### config.mk
export PLATFORM = sky130hd
export DESIGN_NAME = dmem_arbiter
export DESIGN_NICKNAME = d
export VERILOG_FILES = /design/src/rtl/dmem_pkg.sv /design/src/rtl/dmem_lane_merge.sv /design/src/rtl/dmem_arbiter.sv
export SDC_FILE = /design/constraint.sdc
export NUM_CORES = 1
export LEC_CHECK = 0
export ABC_AREA = 1
export BUFFER_PORTS_ARGS = -buffer_cell sky130_fd_sc_hd__buf_2
export CELL_PAD_IN_SITES_DETAIL_PLACEMENT = 0
export CELL_PAD_IN_SITES_GLOBAL_PLACEMENT = 2
export CORE_ASPECT_RATIO = 1.25
export CORE_MARGIN = 5
export CORE_UTILIZATION = 28
export CTS_CLUSTER_DIAMETER = 30
export DETAILED_ROUTE_END_ITERATION = 8
export PLACE_DENSITY_LB_ADDON = 0.25
export SLEW_MARGIN = 10
export SYNTH_ARGS = -nofsm -noshare
export SYNTH_HDL_FRONTEND = slang
export SYNTH_SLANG_ARGS = --single-unit
### constraint.sdc
create_clock -name clk -period 3.6 [get_ports clk]
set_clock_uncertainty 0.1 [all_clocks]
set_input_delay 0.72 -clock clk [delete_from_list [all_inputs] [get_ports clk]]
set_output_delay 0.72 -clock clk [all_outputs]
set_load 0.1 [all_outputs]
### src/rtl/dmem_pkg.sv
// Shared encodings for the two-port data-memory arbiter.
package dmem_pkg;

  localparam int MEM_WORDS = 64;

  localparam logic [1:0] SZ_BYTE = 2'b00;
  localparam logic [1:0] SZ_HALF = 2'b01;
  localparam logic [1:0] SZ_WORD = 2'b10;
  localparam logic [1:0] SZ_BAD  = 2'b11;

  typedef logic [1:0] dmem_state_t;

  localparam dmem_state_t ST_IDLE   = 2'd0;
  localparam dmem_state_t ST_ACCESS = 2'd1;
  localparam dmem_state_t ST_WRITE  = 2'd2;
  localparam dmem_state_t ST_RESP   = 2'd3;

endpackage

### src/rtl/dmem_lane_merge.sv
// Lane insert for read-modify-write stores and zero-extended lane extract for loads.
module dmem_lane_merge
  import dmem_pkg::*;
#(
  parameter int DATA_WIDTH = 32
) (
  input  logic [DATA_WIDTH-1:0] old_word,
  input  logic [DATA_WIDTH-1:0] wdata,
  input  logic [1:0]            byte_off,
  input  logic [1:0]            size,
  output logic [DATA_WIDTH-1:0] merged,
  output logic [DATA_WIDTH-1:0] load
);

  localparam logic [DATA_WIDTH-1:0] BYTE_MASK = DATA_WIDTH'(16'h00FF);
  localparam logic [DATA_WIDTH-1:0] HALF_MASK = DATA_WIDTH'(16'hFFFF);

  logic [4:0] sh_b;
  logic [4:0] sh_h;

  assign sh_b = {byte_off, 3'b000};
  assign sh_h = {byte_off[1], 4'b0000};

  always_comb begin
    merged = old_word;
    load   = '0;
    case (size)
      SZ_BYTE: begin
        merged = (old_word & ~(BYTE_MASK << sh_b)) | ((wdata & BYTE_MASK) << sh_b);
        load   = (old_word >> sh_b) & BYTE_MASK;
      end
      SZ_HALF: begin
        merged = (old_word & ~(HALF_MASK << sh_h)) | ((wdata & HALF_MASK) << sh_h);
        load   = (old_word >> sh_h) & HALF_MASK;
      end
      SZ_WORD: begin
        merged = wdata;
        load   = old_word;
      end
      default: ;
    endcase
  end

endmodule

### src/rtl/dmem_arbiter.sv
// Round-robin two-port arbiter and access sequencer for the word-only data memory;
// byte and halfword stores are carried out as read-modify-write.
module dmem_arbiter
  import dmem_pkg::*;
#(
  parameter int DATA_WIDTH = 32,
  parameter int ADDR_WIDTH = 32
) (
  input  logic                  clk,
  input  logic                  reset,
  input  logic [1:0]            req,
  input  logic [1:0]            we,
  input  logic [ADDR_WIDTH-1:0] addr0,
  input  logic [ADDR_WIDTH-1:0] addr1,
  input  logic [DATA_WIDTH-1:0] wdata0,
  input  logic [DATA_WIDTH-1:0] wdata1,
  input  logic [1:0]            size0,
  input  logic [1:0]            size1,
  output logic [1:0]            gnt,
  output logic [1:0]            done,
  output logic                  err,
  output logic [DATA_WIDTH-1:0] rdata,
  output logic                  mem_wr_en,
  output logic [ADDR_WIDTH-1:0] mem_addr,
  output logic [DATA_WIDTH-1:0] mem_wr_data,
  input  logic [DATA_WIDTH-1:0] mem_rd_data
);

  // state  | meaning
  // IDLE   | arbitrate; latch the winner's request
  // ACCESS | address memory, capture read word; word stores write here
  // WRITE  | write the merged word of a byte/half store
  // RESP   | done, err and rdata presented for one cycle

  dmem_state_t           state_q;
  logic                  port_q;
  logic                  we_q;
  logic                  last_grant_q;
  logic                  win;
  logic [ADDR_WIDTH-1:0] addr_q;
  logic [DATA_WIDTH-1:0] wdata_q;
  logic [DATA_WIDTH-1:0] word_q;
  logic [DATA_WIDTH-1:0] lane_src;
  logic [DATA_WIDTH-1:0] merged;
  logic [DATA_WIDTH-1:0] load;
  logic [DATA_WIDTH-1:0] rdata_q;
  logic [1:0]            size_q;
  logic [1:0]            done_q;
  logic                  err_q;
  logic                  acc_err;
  logic                  word_store;

  // On a tie the port that lost last time wins.
  always_comb begin
    win = 1'b0;
    gnt = 2'b00;
    if (!reset && state_q == ST_IDLE && |req) begin
      win = (req == 2'b11) ? ~last_grant_q : req[1];
      gnt = win ? 2'b10 : 2'b01;
    end
  end

  always_comb begin
    case (size_q)
      SZ_HALF: acc_err = addr_q[0];
      SZ_WORD: acc_err = |addr_q[1:0];
      SZ_BAD:  acc_err = 1'b1;
      default: acc_err = 1'b0;
    endcase
  end

  assign word_store = we_q && !acc_err && (size_q == SZ_WORD);
  assign lane_src   = (state_q == ST_WRITE) ? word_q : mem_rd_data;

  dmem_lane_merge #(.DATA_WIDTH(DATA_WIDTH)) u_lane (
    .old_word (lane_src),
    .wdata    (wdata_q),
    .byte_off (addr_q[1:0]),
    .size     (size_q),
    .merged   (merged),
    .load     (load)
  );

  // Write strobe is masked by reset so an interrupted RMW never reaches memory.
  always_comb begin
    mem_wr_en   = 1'b0;
    mem_wr_data = '0;
    if (!reset) begin
      if (state_q == ST_ACCESS && word_store) begin
        mem_wr_en   = 1'b1;
        mem_wr_data = wdata_q;
      end else if (state_q == ST_WRITE) begin
        mem_wr_en   = 1'b1;
        mem_wr_data = merged;
      end
    end
  end

  assign mem_addr = {addr_q[ADDR_WIDTH-1:2], 2'b00};
  assign done     = done_q;
  assign err      = err_q;
  assign rdata    = rdata_q;

  always_ff @(posedge clk) begin
    if (reset) begin
      state_q      <= ST_IDLE;
      last_grant_q <= 1'b1;
      port_q       <= 1'b0;
      we_q         <= 1'b0;
      addr_q       <= '0;
      wdata_q      <= '0;
      size_q       <= SZ_BYTE;
      word_q       <= '0;
      done_q       <= 2'b00;
      err_q        <= 1'b0;
      rdata_q      <= '0;
    end else begin
      done_q <= 2'b00;
      case (state_q)
        ST_IDLE: begin
          if (|gnt) begin
            port_q       <= win;
            last_grant_q <= win;
            we_q         <= we[win];
            addr_q       <= win ? addr1 : addr0;
            wdata_q      <= win ? wdata1 : wdata0;
            size_q       <= win ? size1 : size0;
            state_q      <= ST_ACCESS;
          end
        end
        ST_ACCESS: begin
          word_q <= mem_rd_data;
          if (we_q && !acc_err && size_q != SZ_WORD) begin
            state_q <= ST_WRITE;
          end else begin
            state_q <= ST_RESP;
            done_q  <= {port_q, ~port_q};
            err_q   <= acc_err;
            rdata_q <= (we_q || acc_err) ? '0 : load;
          end
        end
        ST_WRITE: begin
          state_q <= ST_RESP;
          done_q  <= {port_q, ~port_q};
          err_q   <= 1'b0;
          rdata_q <= '0;
        end
        default: begin
          state_q <= ST_IDLE;
          err_q   <= 1'b0;
          rdata_q <= '0;
        end
      endcase
    end
  end

endmodule

==> flow_summary_export.csv, run 1 <==
group,metric,value,unit
floorplanning,rows,69,
worst_setup_path,cp.arrival,2690,ps
cts,cts_root_buf,"clkbuf_16",
place,io_buffers,269,
run,cap_violations,0,
floorplanning,floorplan.initialDensity,0.284,
worst_setup_path,slowest_stage,"o21ai_0",
final_layout,nNetsFinal,1714,
place,detailedPlace.worstSlack,31.7,ps
synthesis,ys_ff_latch,138,
cts,clock_sinks,138,
routing,vias_per_cell,4.80,
sta,rsz0062_at_grt,"true",
global_route,grt_usage,0.221,
sta,period_share,0.974,
sta,min_period,3510,ps
worst_setup_path,crit_buf_inv,3,
worst_setup_path,cp-end-kind,"output port",
synthesis,yosysWarningCount,0,
worst_hold_path,hp-class,"reg -> reg",
global_route,antenna_found_initial,1,
worst_setup_path,crit_fanout,12,
cts,clock_latency,430,ps
synthesis,yosysSeqAreaShare,0.342,
floorplanning,fp.dieArea,32400,µm²
global_route,grt_overflow,0,
final_layout,drive_gt1_frac,0.252,
sta,worst_pin_slew,700,ps
routing,drt_first_iter_violations,624,
routing,wl,36500,µm
floorplanning,die_x,162,µm
final_layout,mostFrequentLayoutCells,"nand2_1 (402), buf_2 (234), o21ai_0 (146), nor2_1 (142), dfxtp_1 (137)",
routing,ant_nets,0,
place,dp.cells,1876,
sta,fmaxAchievable,285,MHz
worst_setup_path,worst_path_dominant_cell_family,"compound AO/OA/AOI/OAI gates",
routing,vias,9165,
synthesis,synth_area,8080,µm²
pwr,leakage,5.29,nW
sta,fin_ws,94.4,ps
global_route,grt_pass1_vias,9082,
cts,htreeDepth,4,
synthesis,synthCells,1322,
synthesis,yosysUniqueCellTypes,34,
sta,max_slew_margin,0.528,
sta,slew_viol_final,0,
sta,hold_viol,0,
routing,drtPass1Iterations,5,
synthesis,syn_avg_cell_area,6.11,µm²
floorplanning,die_h,200,µm
worst_setup_path,start_kind,"register",
worst_setup_path,cp.required,2780,ps
place,gp_congestion,0.940,
pwr,pwr_density_cell,788,nW/µm²
cts,numCtsBuffers,17,
routing,drcViolationCount,0,
worst_setup_path,crit_chain,"inv_1, ha_1, clkinv_1, o21ai_0, o22ai_1, a21oi_1, nor2_1, buf_12",
final_layout,layoutNonFillerInstCount,1908,
worst_setup_path,timing_worst_setup_path_type,"reg -> out",
cts,clkTransAtPathRegs,70,ps
final_layout,syn_to_final_growth,33.2,%
sta,finalSetupViolations,0,
worst_setup_path,max_stage_delay,650,ps
cts,cts_tree,"yes",
global_route,grt_max_degree,99,
cts,cts_buffer_depth,2,
routing,wire_per_inst,19.1,µm
final_layout,mostFrequentLayoutCell,"nand2_1",
floorplanning,io_pins,272,
global_route,grt_pass1_wl,54200,µm
status,outcome,"completed",
pwr,ir_drop,369,µV
place,hpwl,28300,µm
floorplanning,core_area,28500,µm²
final_layout,antenna_cells,0,
-- power by group --
part | total (mW) | internal (mW) | switching (mW)
logic | 4.53 | 1.11 | 3.42
registers | 2.19 | 1.92 | 0.266
clock network | 1.77 | 1.05 | 0.712
-- kinds of logic after synthesis --
group,Yosys count,synth area share
buffers and inverters,228,0.131
flip-flops,138,0.342
other,1,0.000464
adder cells (fa/ha/maj),4,0.00619
AND/OR/NAND/NOR,649,0.325
AO/OA/AOI/OAI,302,0.196
-- cell type report --
| cell class | count | area [µm²] |
|---|---|---|
| tap | 355 | 444 |
| timing repair buffer | 311 | 2190 |
| clock inverter | 11 | 121 |
| inverter | 115 | 439 |
| multi-input combinational | 957 | 4350 |
| clock buffer | 21 | 460 |
| fill | 3176 | 17700 |
| sequential | 138 | 2760 |
-- flip-flops by register name (all words and copies together), names as in the netlist, 2 cells and up --
name,cells
state_q,2
wdata_q,32
done,2
word_q,32
rdata,32
size_q,2
addr_q,32
-- worst register-to-register path, delay by kind of cell, from the launching register on --
family	cells	cell delay, ps
buffers and inverters	4	900
AND/OR/NAND/NOR	4	730
flip-flops	1	330
adder cells (fa/ha/maj)	1	290
AO/OA/AOI/OAI	2	230
-- cell usage after synthesis --
master      n  area (µm²)
nor3_1      3        15.0
ha_1        4        50.1
or2_2       6        37.5
clkbuf_1   33         124
a21oi_1   113         566
o21ai_2     1        8.76
nand2_1   403        1510
o22ai_1    20         125
nand3_1    74         370
inv_4       2        12.5
clkinv_1    1        3.75
buf_4      38         285
o21ai_1     1        5.00
or2_1       2        12.5
buf_1       2        7.51
nor2_2      5        31.3
o211ai_1   10        75.1
conb_1      1        3.75
nand4_1     3        18.8
a22oi_1     6        45.0
o21ai_0   150         751
inv_1     105         394
buf_2      39         195
nor2_1    142         533
clkbuf_2    1        5.00
a21oi_2     1        8.76
nand3b_1    3        22.5
nor2_4      1        11.3
nand3_2     1        10.0
nand2_2     5        31.3
inv_2       5        18.8
nor2_8      1        20.0
clkinv_2    2        10.0
dfxtp_1   138        2760
-- stage by stage --
step	utilization	power, mW	instance area, µm²	hold slack [ps]	setup TNS [ps]
global placement	0.356	6.72	10200	309	0
finish	0.378	8.48	10800	329	0
CTS	0.377	8.53	10700	330	0
detailed placement	0.356	6.72	10200	312	0
global route	0.378	8.97	10800	365	-266
floorplan	-	5.42	8140	292	-374
-- final timing paths --
check,slack [ps],end,start,cells past startpoint
max reg2reg,980,addr_q[1],state_q[0],11
min reg2reg,330,done[0],port_q,1
max,90,mem_wr_data[9],state_q[0],8
min,330,done[0],port_q,1
-- layer usage --
layer / GRT usage / part of all wire
met5: 0 / 0.00055
met1: 0.262 / 0.40
met3: 0.0573 / 0.074
met2: 0.378 / 0.49
met4: 0.0987 / 0.041
-- what timing repair did --
| item | 4_1_cts | 5_1_grt |
|---|---|---|
| pin swaps | 0 | 0 |
| hold buffers | 0 | 0 |
| endpoints found under the hold margin | 0 | 0 |
| resized for setup | 5 | 7 |
| setup endpoints to repair | 4 | 15 |
| buffers inserted | 0 | 0 |
No activity file was read; power rests on OpenSTA's default activity.
==> run 2, diff against run 1 <==
--- a/config.mk
+++ b/config.mk
@@ -7,13 +7,13 @@
 export LEC_CHECK = 0
 export ABC_AREA = 1
 export BUFFER_PORTS_ARGS = -buffer_cell sky130_fd_sc_hd__buf_2
-export CELL_PAD_IN_SITES_DETAIL_PLACEMENT = 0
-export CELL_PAD_IN_SITES_GLOBAL_PLACEMENT = 2
 export CORE_ASPECT_RATIO = 1.25
 export CORE_MARGIN = 5
-export CORE_UTILIZATION = 28
+export CORE_UTILIZATION = 55
+export CTS_BUF_LIST = sky130_fd_sc_hd__clkbuf_8 sky130_fd_sc_hd__clkbuf_16
 export CTS_CLUSTER_DIAMETER = 30
 export DETAILED_ROUTE_END_ITERATION = 8
+export HOLD_SLACK_MARGIN = 0.15
 export PLACE_DENSITY_LB_ADDON = 0.25
 export SLEW_MARGIN = 10
 export SYNTH_ARGS = -nofsm -noshare
==> run 2 against run 1 <==
Total power increased by 0.20%. Routed wire length decreased by 9.3%. Highest routed layer is now met4. Clock-buffer cell count decreased by 2. Final area decreased by 2.4%. Sequential share of layout area increased by 0.62 points.
==> flow_summary_export.csv, run 2 (synthesis results as in run 1) <==
group,metric,value,unit
final_layout,fin_area,10500,µm²
sta,max_slew_margin,0.424,
pwr,power_frac_clock,0.206,
status,outcome,"completed",
worst_setup_path,timing.rr.end,"size_q[1]",
floorplanning,floorplan.initialDensity,0.561,
global_route,grt_pass1_vias,9617,
floorplanning,die_x,118,µm
sta,period_share,0.968,
cts,cts_tree,"yes",
worst_setup_path,cp-end-kind,"output port",
floorplanning,fp.dieArea,17200,µm²
sta,min_period,3480,ps
cts,clock_latency,440,ps
routing,drt_first_iter_violations,1134,
global_route,grt_pass1_wl,51100,µm
worst_setup_path,cp.required,2780,ps
pwr,leakage,5.28,nW
place,dp.cells,1702,
sta,fin_ws,116,ps
floorplanning,die_h,146,µm
routing,vias,9819,
global_route,grt_overflow,0,
cts,numCtsBuffers,17,
worst_setup_path,crit_buf_inv,3,
place,io_buffers,269,
floorplanning,rows,49,
pwr,swShare,0.525,
sta,worst_pin_slew,855,ps
pwr,combPwrFrac,0.534,
worst_setup_path,crit_fanout,22,
cts,htreeDepth,4,
sta,fmaxAchievable,287,MHz
global_route,grt_usage,0.369,
pwr,p_seq_frac,0.259,
worst_hold_path,hp-class,"reg -> reg",
worst_setup_path,timing_worst_setup_path_type,"reg -> out",
routing,vias_per_cell,5.65,
worst_setup_path,worst_path_dominant_cell_family,"buffers and inverters",
worst_hold_path,min_path_cells,1,
sta,final.setup.tns,0,ps
routing,drtPass1Iterations,9,
cts,cts_root_buf,"clkbuf_16",
worst_setup_path,cp-startpoint,"size_q[1]",
final_layout,mostFrequentLayoutCells,"nand2_1 (403), buf_2 (238), o21ai_0 (148), nor2_1 (142), dfxtp_1 (138)",
sta,finalSetupViolations,0,
pwr,pwr_density_cell,809,nW/µm²
place,hpwl,24800,µm
place,gp_congestion,1.01,
worst_setup_path,cp.arrival,2660,ps
cts,post_cts_buffers,0,
sta,slew_viol_final,0,
global_route,grt_max_degree,51,
floorplanning,core_area,14400,µm²
pwr,power.net_switching,4.46,mW
floorplanning,io_pins,272,
worst_setup_path,r2r_slack,1060,ps
sta,holdWs,316,ps
cts,hold_buffers,0,
pwr,p_total,8.50,mW
worst_setup_path,crit_chain,"inv_4, nand2_1, nand2_1, nand4_1, buf_4, o21ai_0, a21oi_2, buf_2",
worst_hold_path,holdPathEnd,"done[0]",
pwr,internal-power,4.04,mW
worst_setup_path,reg2reg_depth,11,
final_layout,final_util,0.729,
final_layout,syn_to_final_growth,30.0,%
routing,drcViolationCount,0,
final_layout,mostFrequentLayoutCell,"nand2_1",
run,cap_violations,0,
sta,rsz0062_at_grt,"false",
worst_setup_path,slowest_stage,"dfxtp_1",
worst_setup_path,max_stage_delay,620,ps
routing,ant_nets,0,
pwr,ir_drop,574,µV
routing,wl,33100,µm
place,postPlaceCellArea,9870,µm²
worst_hold_path,min-delay-start,"port_q",
final_layout,drive_gt1_frac,0.253,
final_layout,nNetsFinal,1718,
cts,clock_sinks,138,
worst_setup_path,reg2reg_from,"state_q[0]",
worst_setup_path,start_kind,"register",
cts,clkTransAtPathRegs,70,ps
worst_setup_path,cp_common_cell,"nand2_1",
global_route,antenna_found_initial,1,
cts,cts_buffer_depth,2,
final_layout,layoutNonFillerInstCount,1737,
sta,hold_viol,0,
routing,wire_per_inst,19.1,µm
place,detailedPlace.worstSlack,375,ps
==> run 2: cell count changes in the layout (fill, tap and decap cells not counted), moves of 2 or more <==
cell,change
buf_12,-6
a21oi_2,+2
inv_8,+2
diode_2,+2
clkbuf_1,-2
buf_4,+5
clkinv_2,-4
inv_6,+3
clkinvlp_4,+3
o21ai_2,-3
o21ai_0,+2
buf_2,+4
==> run 2: repair_timing <==
| item | CTS | global route |
|---|---|---|
| gates cloned | 0 | 1 |
| gates resized for setup | 1 | 8 |
| endpoints found under the setup margin | 1 | 13 |
==> run 2: worst max-delay path by stage <==
stage,end,cells after the start
4_1_cts,mem_wr_data[24],11
2_1_floorplan,mem_wr_data[27],11
6_report,mem_wr_data[16],8
3_5_place_dp,mem_wr_data[23],11
3_3_place_gp,mem_wr_data[23],11
5_1_grt,mem_wr_data[16],8
==> run 2: power by group through the flow <==
stage | registers, mW | logic, mW | clock network, mW
after floorplan | 2.62 | 2.80 | 0
final | 2.20 | 4.54 | 1.75
after CTS | 2.19 | 4.42 | 1.75
after global routing | 2.23 | 4.81 | 1.83
after global placement | 2.20 | 4.37 | 0
after detailed placement | 2.21 | 4.40 | 0
==> run 2: layout make-up <==
cell class | instances | area (µm²)
antenna | 2 | 5.00
multi-input combinational | 957 | 4340
fill | 1240 | 3900
tap | 178 | 223
clock buffer | 19 | 453
inverter | 115 | 439
timing repair buffer | 315 | 2150
clock inverter | 13 | 134
sequential | 138 | 2760
==> run 2: routing by layer <==
metal  vias up  part of all wire  GRT usage
met2       632              0.47      0.607
li1       4650                 -          -
met5         -                 0          0
met3       159              0.10     0.0995
met4         0             0.065      0.231
met1      4378              0.36      0.422
